[src/rtl/booth_mult_pkg.sv]
// Shared types for the sequential radix-2 Booth multiplier: FSM states,
// Booth operation encoding and the recoding helper.
package booth_mult_pkg;

    typedef enum logic [1:0] {
        IDLE,
        CALC,
        DONE
    } state_t;

    typedef enum logic [1:0] {
        OP_NOP,
        OP_ADD,
        OP_SUB
    } booth_op_t;

    // Radix-2 Booth recoding of the {Q[0], Q-1} bit pair.
    function automatic booth_op_t booth_decode(input logic q0, input logic q_m1);
        booth_op_t op;
        case ({q0, q_m1})
            2'b01:   op = OP_ADD;
            2'b10:   op = OP_SUB;
            default: op = OP_NOP;
        endcase
        return op;
    endfunction

endpackage

[src/rtl/booth_mult_seq_step.sv]
// One combinational Booth iteration: conditional add/subtract of M into ACC,
// then arithmetic right shift of {ACC, Q, Q-1} by one bit.
module booth_step
    import booth_mult_pkg::*;
#(
    parameter int N = 4
) (
    input  logic [N:0]   acc,
    input  logic [N-1:0] q,
    input  logic         q_m1,
    input  logic [N:0]   m,
    output logic [N:0]   acc_next,
    output logic [N-1:0] q_next,
    output logic         q_m1_next
);

    booth_op_t  op;
    logic [N:0] sum;

    always_comb begin
        op = booth_decode(q[0], q_m1);
        case (op)
            OP_ADD:  sum = acc + m;
            OP_SUB:  sum = acc - m;
            default: sum = acc;
        endcase
    end

    // The sign bit of the N+1-bit sum is replicated into the vacated MSB.
    assign acc_next  = {sum[N], sum[N:1]};
    assign q_next    = {sum[0], q[N-1:1]};
    assign q_m1_next = q[0];

endmodule

[src/rtl/booth_mult_seq.sv]
// Sequential radix-2 Booth multiplier: one Booth step per rising edge, signed
// 2N-bit product written on entry to DONE and held until the next completion.
module booth_mult_seq
    import booth_mult_pkg::*;
#(
    parameter int N = 4
) (
    input  logic           clk,
    input  logic           rst,
    input  logic           start,
    input  logic [N-1:0]   a,
    input  logic [N-1:0]   b,
    output logic [2*N-1:0] result,
    output logic           busy,
    output logic           done
);

    localparam int CW = $clog2(N + 1);

    state_t         state_reg, state_next;
    logic [N:0]     acc_reg, m_reg;
    logic [N-1:0]   q_reg;
    logic           q_m1_reg;
    logic [CW-1:0]  count_reg;

    logic [N:0]     acc_step;
    logic [N-1:0]   q_step;
    logic           q_m1_step;
    logic           last_step;

    booth_step #(.N(N)) u_step (
        .acc       (acc_reg),
        .q         (q_reg),
        .q_m1      (q_m1_reg),
        .m         (m_reg),
        .acc_next  (acc_step),
        .q_next    (q_step),
        .q_m1_next (q_m1_step)
    );

    assign last_step = (count_reg == CW'(1));

    always_comb begin
        state_next = state_reg;
        busy       = 1'b0;
        done       = 1'b0;
        case (state_reg)
            IDLE: begin
                if (start) state_next = CALC;
            end
            CALC: begin
                busy = 1'b1;
                if (last_step) state_next = DONE;
            end
            DONE: begin
                busy       = 1'b1;
                done       = 1'b1;
                state_next = IDLE;
            end
            default: state_next = IDLE;
        endcase
    end

    always_ff @(posedge clk or posedge rst) begin
        if (rst) begin
            state_reg <= IDLE;
            acc_reg   <= '0;
            m_reg     <= '0;
            q_reg     <= '0;
            q_m1_reg  <= 1'b0;
            count_reg <= '0;
            result    <= '0;
        end else begin
            state_reg <= state_next;
            case (state_reg)
                IDLE: begin
                    if (start) begin
                        // N+1-bit multiplicand lets -2^(N-1) be negated exactly.
                        m_reg     <= {a[N-1], a};
                        acc_reg   <= '0;
                        q_reg     <= b;
                        q_m1_reg  <= 1'b0;
                        count_reg <= CW'(N);
                    end
                end
                CALC: begin
                    acc_reg   <= acc_step;
                    q_reg     <= q_step;
                    q_m1_reg  <= q_m1_step;
                    count_reg <= count_reg - CW'(1);
                    if (last_step) result <= {acc_step[N-1:0], q_step};
                end
                default: ;
            endcase
        end
    end

endmodule

[config.mk]
export PLATFORM = sky130hd
export DESIGN_NAME = booth_mult_seq
export DESIGN_NICKNAME = d
export VERILOG_FILES = /design/src/rtl/booth_mult_pkg.sv /design/src/rtl/booth_mult_seq_step.sv /design/src/rtl/booth_mult_seq.sv
export SDC_FILE = /design/constraint.sdc
export NUM_CORES = 1
export LEC_CHECK = 0
export BUFFER_PORTS_ARGS = -buffer_cell sky130_fd_sc_hd__buf_2
export CAP_MARGIN = 25
export CORE_ASPECT_RATIO = 0.9
export CORE_UTILIZATION = 56
export CTS_CLUSTER_SIZE = 28
export DETAILED_ROUTE_END_ITERATION = 7
export GPL_ROUTABILITY_DRIVEN = 0
export HOLD_SLACK_MARGIN = 0.03
export PLACE_DENSITY = 0.78
export SYNTH_ARGS = -nofsm -noshare
export SYNTH_HDL_FRONTEND = slang
export SYNTH_HIERARCHICAL = 1
export SYNTH_SLANG_ARGS = --single-unit
[constraint.sdc]
create_clock -name clk -period 2.8 [get_ports clk]
set_input_delay 0.28 -clock clk [delete_from_list [all_inputs] [get_ports clk]]
set_output_delay 0.28 -clock clk [all_outputs]
set_load 0.01 [all_outputs]
Word-level counts from Yosys, hierarchy flattened
Index checks and enable logic that the tools add are counted.
{"block": "word_totals", "elab_cells": 41, "reg_bits": 27, "inputBits": 11, "out_inout_bits": 10}
{"block": "classes", "n_addsub": 3, "mux": 15, "reduce_logical": 7, "n_eq_ne": 9}
{"operator": "$pmux W5 S2", "count": 2}
{"operator": "$pmux W2 S2", "count": 2}
{"operator": "$pmux W4 S2", "count": 1}
{"operator": "$reduce_and A2 Y1", "count": 4}
{"operator": "$eq A2 B1 Y1 const B", "count": 3}
{"operator": "$eq A2 B2 Y1 const B", "count": 3}
{"operator": "$pmux W3 S2", "count": 1}
{"operator": "$add A5 B5 Y5", "count": 1}
{"operator": "$mux W5", "count": 1}
{"operator": "$sub A5 B5 Y5", "count": 1}
{"operator": "$mux W2", "count": 2}
{"operator": "$mux W4", "count": 1}
{"operator": "$ne A2 B2 Y1 const B", "count": 2}
{"operator": "$eq A3 B1 Y1 const B", "count": 1}
{"operator": "$mux W1", "count": 3}
{"operator": "$mux W3", "count": 1}
{"operator": "$sub A3 B1 Y3 const B", "count": 1}
{"operator": "$logic_not A2 Y1", "count": 1}
{"operator": "$pmux W1 S2", "count": 1}
{"operator": "$reduce_bool A2 Y1", "count": 1}
{"operator": "$reduce_or A2 Y1", "count": 1}

Depth between registers and ports, before layout
{"block": "logic_depth", "ltp_word": 5, "mapped_depth": 12, "mapped_depth_nobuf": 11}

Cells and area by module
The synthesis kept the hierarchy.
{"mod": "booth_mult_seq", "area_per_inst_um2": 1198.6, "n_inst": 1, "seq_area_each_um2": 675.6, "cells_each": 97}
{"mod": "booth_step", "area_per_inst_um2": 350.3, "n_inst": 1, "seq_area_each_um2": 0.0, "cells_each": 48}

Least setup slack after synthesis
No wires, ideal clock.
{"block": "synth_timing", "kind": "reg-to-reg", "start": "register q_m1_reg", "end": "register acc_reg[4]", "arrival_ns": 2.449, "slack_ns": 0.231, "required_time_ns": 2.679, "period_less_slack_ns": 2.569, "path_buffers": 1, "setup_ns": 0.121, "path_stages_with_launch": 12, "cell_sequence": "dfrtp_1 inv_1 ha_1 mux2_2 fa_1 nor2b_1 o21ai_0 nor3b_1 mux2_4 xor2_2 buf_4 a22o_1"}
{"block": "synth_between", "elab_chain_cells": 5, "word_cells_on_any_way": 7, "classes_between": "eq/ne: 4; mux: 3"}
{"item": "start: declaration", "line_no": "booth_mult_seq.sv:23", "rtl": "logic q_m1_reg;"}
{"item": "start signal: assignment", "line_no": "booth_mult_seq.sv:89", "rtl": "q_m1_reg <= q_m1_step;"}
{"item": "$eq A2 B2 Y1 / $eq A2 B1 Y1 (equally long branches)", "line_no": "booth_mult_pkg.sv:20", "rtl": "case ({q0, q_m1})"}
{"item": "$pmux W2 S2 (*)", "line_no": "booth_mult_pkg.sv:20"}
{"item": "$eq A2 B2 Y1 / $eq A2 B1 Y1 (equally long branches)", "line_no": "booth_mult_seq_step.sv:22", "rtl": "case (op)"}
{"item": "$pmux W5 S2 (*)", "line_no": "booth_mult_seq_step.sv:22"}
{"item": "net acc_step[3]", "line_no": "booth_mult_seq.sv:26", "rtl": "logic [N:0] acc_step;"}
{"item": "$pmux W5 S2 (*)", "line_no": "booth_mult_seq.sv:75", "rtl": "case (state_reg)"}
{"item": "end signal: assignment", "line_no": "booth_mult_seq.sv:87", "rtl": "acc_reg <= acc_step;"}
{"item": "end: declaration", "line_no": "booth_mult_seq.sv:21", "rtl": "logic [N:0] acc_reg, m_reg;"}
The timed path passes the listed nets; every way through them passes the cells marked *.
A chain may end at the register's enable or synchronous reset.

Worst setup path after layout
{"block": "layout_timing", "start": "register q_m1_reg", "end": "register result[7]"}
{"block": "layout_between", "elab_chain_cells": 4, "word_cells_on_any_way": 6, "classes_between": "eq/ne: 4; mux: 2"}
{"item": "$eq A2 B2 Y1 / $eq A2 B1 Y1 (equally long branches)", "line_no": "booth_mult_pkg.sv:20"}
{"item": "$pmux W2 S2 (*)", "line_no": "booth_mult_pkg.sv:20"}
{"item": "$eq A2 B2 Y1 / $eq A2 B1 Y1 (equally long branches)", "line_no": "booth_mult_seq_step.sv:22"}
{"item": "$pmux W5 S2 (*)", "line_no": "booth_mult_seq_step.sv:22"}
{"item": "net acc_step[3]", "line_no": "booth_mult_seq.sv:26"}
{"item": "end signal: assignment", "line_no": "booth_mult_seq.sv:91", "rtl": "if (last_step) result <= {acc_step[N-1:0], q_step};"}
{"item": "end: declaration", "line_no": "booth_mult_seq.sv:13", "rtl": "output logic [2*N-1:0] result,"}
Marks and branches as above.

==> results by stage <==
Synth:
- The count of yosys warnings during synthesis is 6.
- The number of different library cells used by synthesis comes to 35.
- Yosys mapped a number of flops with a built-in enable equal to 0.
- The share of synthesized registers carrying an async set or reset is 1.00.
- The post-synthesis average cell area is 10.7 um^2.
- For this run, the register share of the synthesized area comes to 0.436.
- After synthesis the netlist holds a flip-flop and latch count of 27.
- The area of the mapped netlist is 1550 um^2.
- When the netlist entered floorplanning its net count stood at 169.
- In the synthesized netlist, the number of instances is 145.
- For this run, the leading register cell type out of synthesis is dfrtp_1.

Routing:
- Summed over all layers, the routed wires come to 2.80 mm.
- The first routing iteration left 26 violations.
- The first-pass iteration count of the detailed router is 8.
- The DRC violation count after routing is 2.
- The count of nets left with antenna violations once routing finished came out at 0.
- In the final routed layout, each cell accounts on average for approximately 15 um.
- The number of vias in the routed layout is 1098.
- In the routed layout, each cell is associated on average with a via count of approximately 5.7.

Critical path:
- The worst endpoint data arrival time is about 2800 ps.
- The worst setup path startpoint is q_m1_reg$_DFFE_PP0P_.
- The critical path start-end classification is flop to flop.
- The data required time of the critical path is between 3000 and 4000 ps.
- STA classifies the critical path endpoint as a flop.
- Along the worst path, the maximum fanout reaches 4.
- The worst setup path is launched from a flop.
- The worst register-to-register path begins at q_m1_reg$_DFFE_PP0P_.

STA:
- At the pin with the least slew margin, the transition time is just under 700 ps.
- The least setup slack across all paths after layout is 191 ps.
- Dividing the final minimum period by the clock period gives 0.932.
- Setup repair after global routing left no endpoint under its margin.
- Adding up every negative setup slack in the final design gives 0 ps.
- The worst pin sits at a relative slew slack of 0.525.
- The top achievable clock speed is around 380 MHz.
- For the final database, setup skew stands at 10.2 ps.
- The final number of max-transition violations came to 0.
- After layout, the minimum clock period comes to 2610 ps.
- Setup violations remaining at the end of the flow were counted as 0.
- The count of endpoints failing hold in the final timing report came to 0.

Power and ir drop:
- The internal power of the cells totals between 1000 and 1500 uW.
- The logic gate share of total power is 0.616.
- The share of total power dissipated in the clock network is 0.076.
- The standby leakage power is ~0.00083 uW.
- The part of the power in registers is 0.307.
- The total power divided by cell area is 1300 nW/um^2.
- The worst-case vdd ir drop is 0.619 mV.
- The fraction of power spent switching nets is 0.424.
- Summed over all nets, the switching power comes to roughly 930 uW.

Finish:
- The final-layout fill cell count is 189.
- The layout overhead on the synthesized area is 8.72%.
- Summing all multi-input logic gate instances after layout gives 747 um^2.
- The register with the most flip-flops in the layout has 8 of them.
- The repair_antennas step left the layout with diodes totalling 0.
- The final layout net count is 188.
- Leaving out filler cells and counting taps, the final layout contains 191.
- In the final layout, flip-flops and latches occupy slightly below 700 um^2.
- The leading cell type in the layout, fill and taps excluded is dfrtp_1.
- The top cell types in the final layout, fill and taps aside, are dfrtp_1, buf_2, inv_1, mux2_2, ha_1.
- The share of post-route cells with drive strength above 1 is 0.288.
- The cell area after layout is 1680 um^2.

Clock network:
- In this run, CTS created clock tree buffers numbering 3.
- The CTS tree is yes.
- CTS saw 27 sinks.
- Counting along the longest clock path gives a buffer depth of 2.
- The clock reaches the later pin of the worst-skew pair after 310 ps.
- After clock tree synthesis, the clock-pin slew on the worst setup and hold paths is 150 ps.
- The master cell of the clock root buffer is clkbuf_4.
- CTS built an H-tree with a depth of 1.

Outcome:
- The final reports fail on DRC.
- The flow ran to the end, but the final reports show violations.

Global routing:
- The wire length of the first global-routing pass is 4.77 mm.
- For this run, the total global-route usage over all layers was measured as 0.214.
- The global route total overflow is 0.
- The number of global-route vias before repair was 1064.
- Entering global routing, the biggest net connects 28 pins.
- The initial antenna violation count was 0.

Run:
- The tool flagged a number of max-cap violations equal to 0.

Place:
- The count of placed standard cells including taps is 183.
- The placed instances occupy a cell area of 1610 um^2.
- The count of buffers inserted at the top-level ports is 20.
- Timing analysis after detailed placement gives a worst setup slack of 132 ps.
- The detailed placement HPWL is 2.07 mm.

Floorplan:
- The number of top-level design ports is 21.
- The initial core utilization is 0.612.
- The die width is 57.4 um.
- The floorplan step defined a core boundary enclosing approximately 2500 um^2.
- The die is 51.9 um tall.
- The die covers 2980 um^2.
- The floorplan row count is 17.

Hold path:
- The kind of path behind the tightest hold check is input pin to flop.
- The worst hold path begins at a[1].
per-layer routing:
layer,share of wire,vias up,GRT usage
met5,0,-,0
met4,0.011,0,0.0610
met3,0.055,4,0.0448
met2,0.45,41,0.360
met1,0.48,530,0.279
li1,-,523,-
through the flow:
| stage | util | hold slack [ps] | power (uW) |
|---|---|---|---|
| 3_5_place_dp | 0.637 | 466 | 1980 |
| 3_3_place_gp | 0.637 | 456 | 1910 |
| 2_1_floorplan | - | 333 | 1790 |
| 6_report | 0.665 | 189 | 2190 |
| 5_1_grt | 0.665 | 178 | 2400 |
| 4_1_cts | 0.648 | 183 | 2140 |
cells in the mapped netlist (2+ instances only):
master / count / share of area
nor2_1: 4 / 0.0097
o21ai_1: 4 / 0.013
buf_2: 3 / 0.0097
o32ai_1: 3 / 0.017
buf_4: 6 / 0.029
nand2b_1: 3 / 0.012
xnor2_1: 2 / 0.011
nand2_1: 10 / 0.024
dfrtp_1: 27 / 0.44
inv_1: 16 / 0.039
a21oi_1: 9 / 0.029
o21ai_0: 6 / 0.019
a22o_1: 6 / 0.034
xor2_1: 3 / 0.017
mux2_2: 12 / 0.087
ha_1: 12 / 0.097
layout make-up:
cell class	instances	area share
sequential	27	0.401
inverter	16	0.0357
clock buffer	4	0.0156
tap	28	0.0208
multi-input combinational	92	0.444
timing repair buffer	24	0.0832
critical path, cell delays in order (launching register included):
cell     delay, ps
dfrtp_1        400
inv_1           60
ha_2           220
mux2_2         380
fa_2           380
nor2b_1        120
o21ai_0        100
nor3b_1        150
mux2_4         280
xor2_2         150
mux2_2         260
timing repair:
item / 4_1_cts / 5_1_grt
hold endpoints to repair: 0 / 12
setup endpoints to repair: 0 / 3
buffers inserted: 0 / 2
hold buffers: 0 / 1
gates resized for setup: 0 / 2
path summary, 6_finish.rpt:
check                                                 to  cells after the start  slack, ps
worst max-delay path               result[7]$_DFFE_PP0P_                     10        190
worst max register to register     result[7]$_DFFE_PP0P_                     10        190
max in group asynchronous           m_reg[2]$_DFFE_PP0P_                      4       1770
worst min-delay path                m_reg[1]$_DFFE_PP0P_                      2        190
worst min register to register     result[0]$_DFFE_PP0P_                      2        490
min in group asynchronous       count_reg[0]$_DFFE_PP0P_                      3        540
power by group through the flow:
stage / clock, uW / combinational [uW] / sequential [uW]
finish: 167 / 1350 / 672
global route: 182 / 1520 / 696
CTS: 168 / 1300 / 678
detailed placement: 0 / 1290 / 687
global placement: 0 / 1230 / 676
floorplan: 0 / 1100 / 684
cell families (layout without fill, tap and decap cells):
| logic type | after synthesis | in the layout | synth area share |
|---|---|---|---|
| compound gates | 34 | 34 | 0.145 |
| xor+xnor | 6 | 6 | 0.0388 |
| fa+ha+maj | 13 | 13 | 0.110 |
| buf+inv | 26 | 44 | 0.0848 |
| flops | 27 | 27 | 0.436 |
| mux | 14 | 14 | 0.103 |
| simple gates | 25 | 25 | 0.0824 |
(Power assumes the default switching activity.)
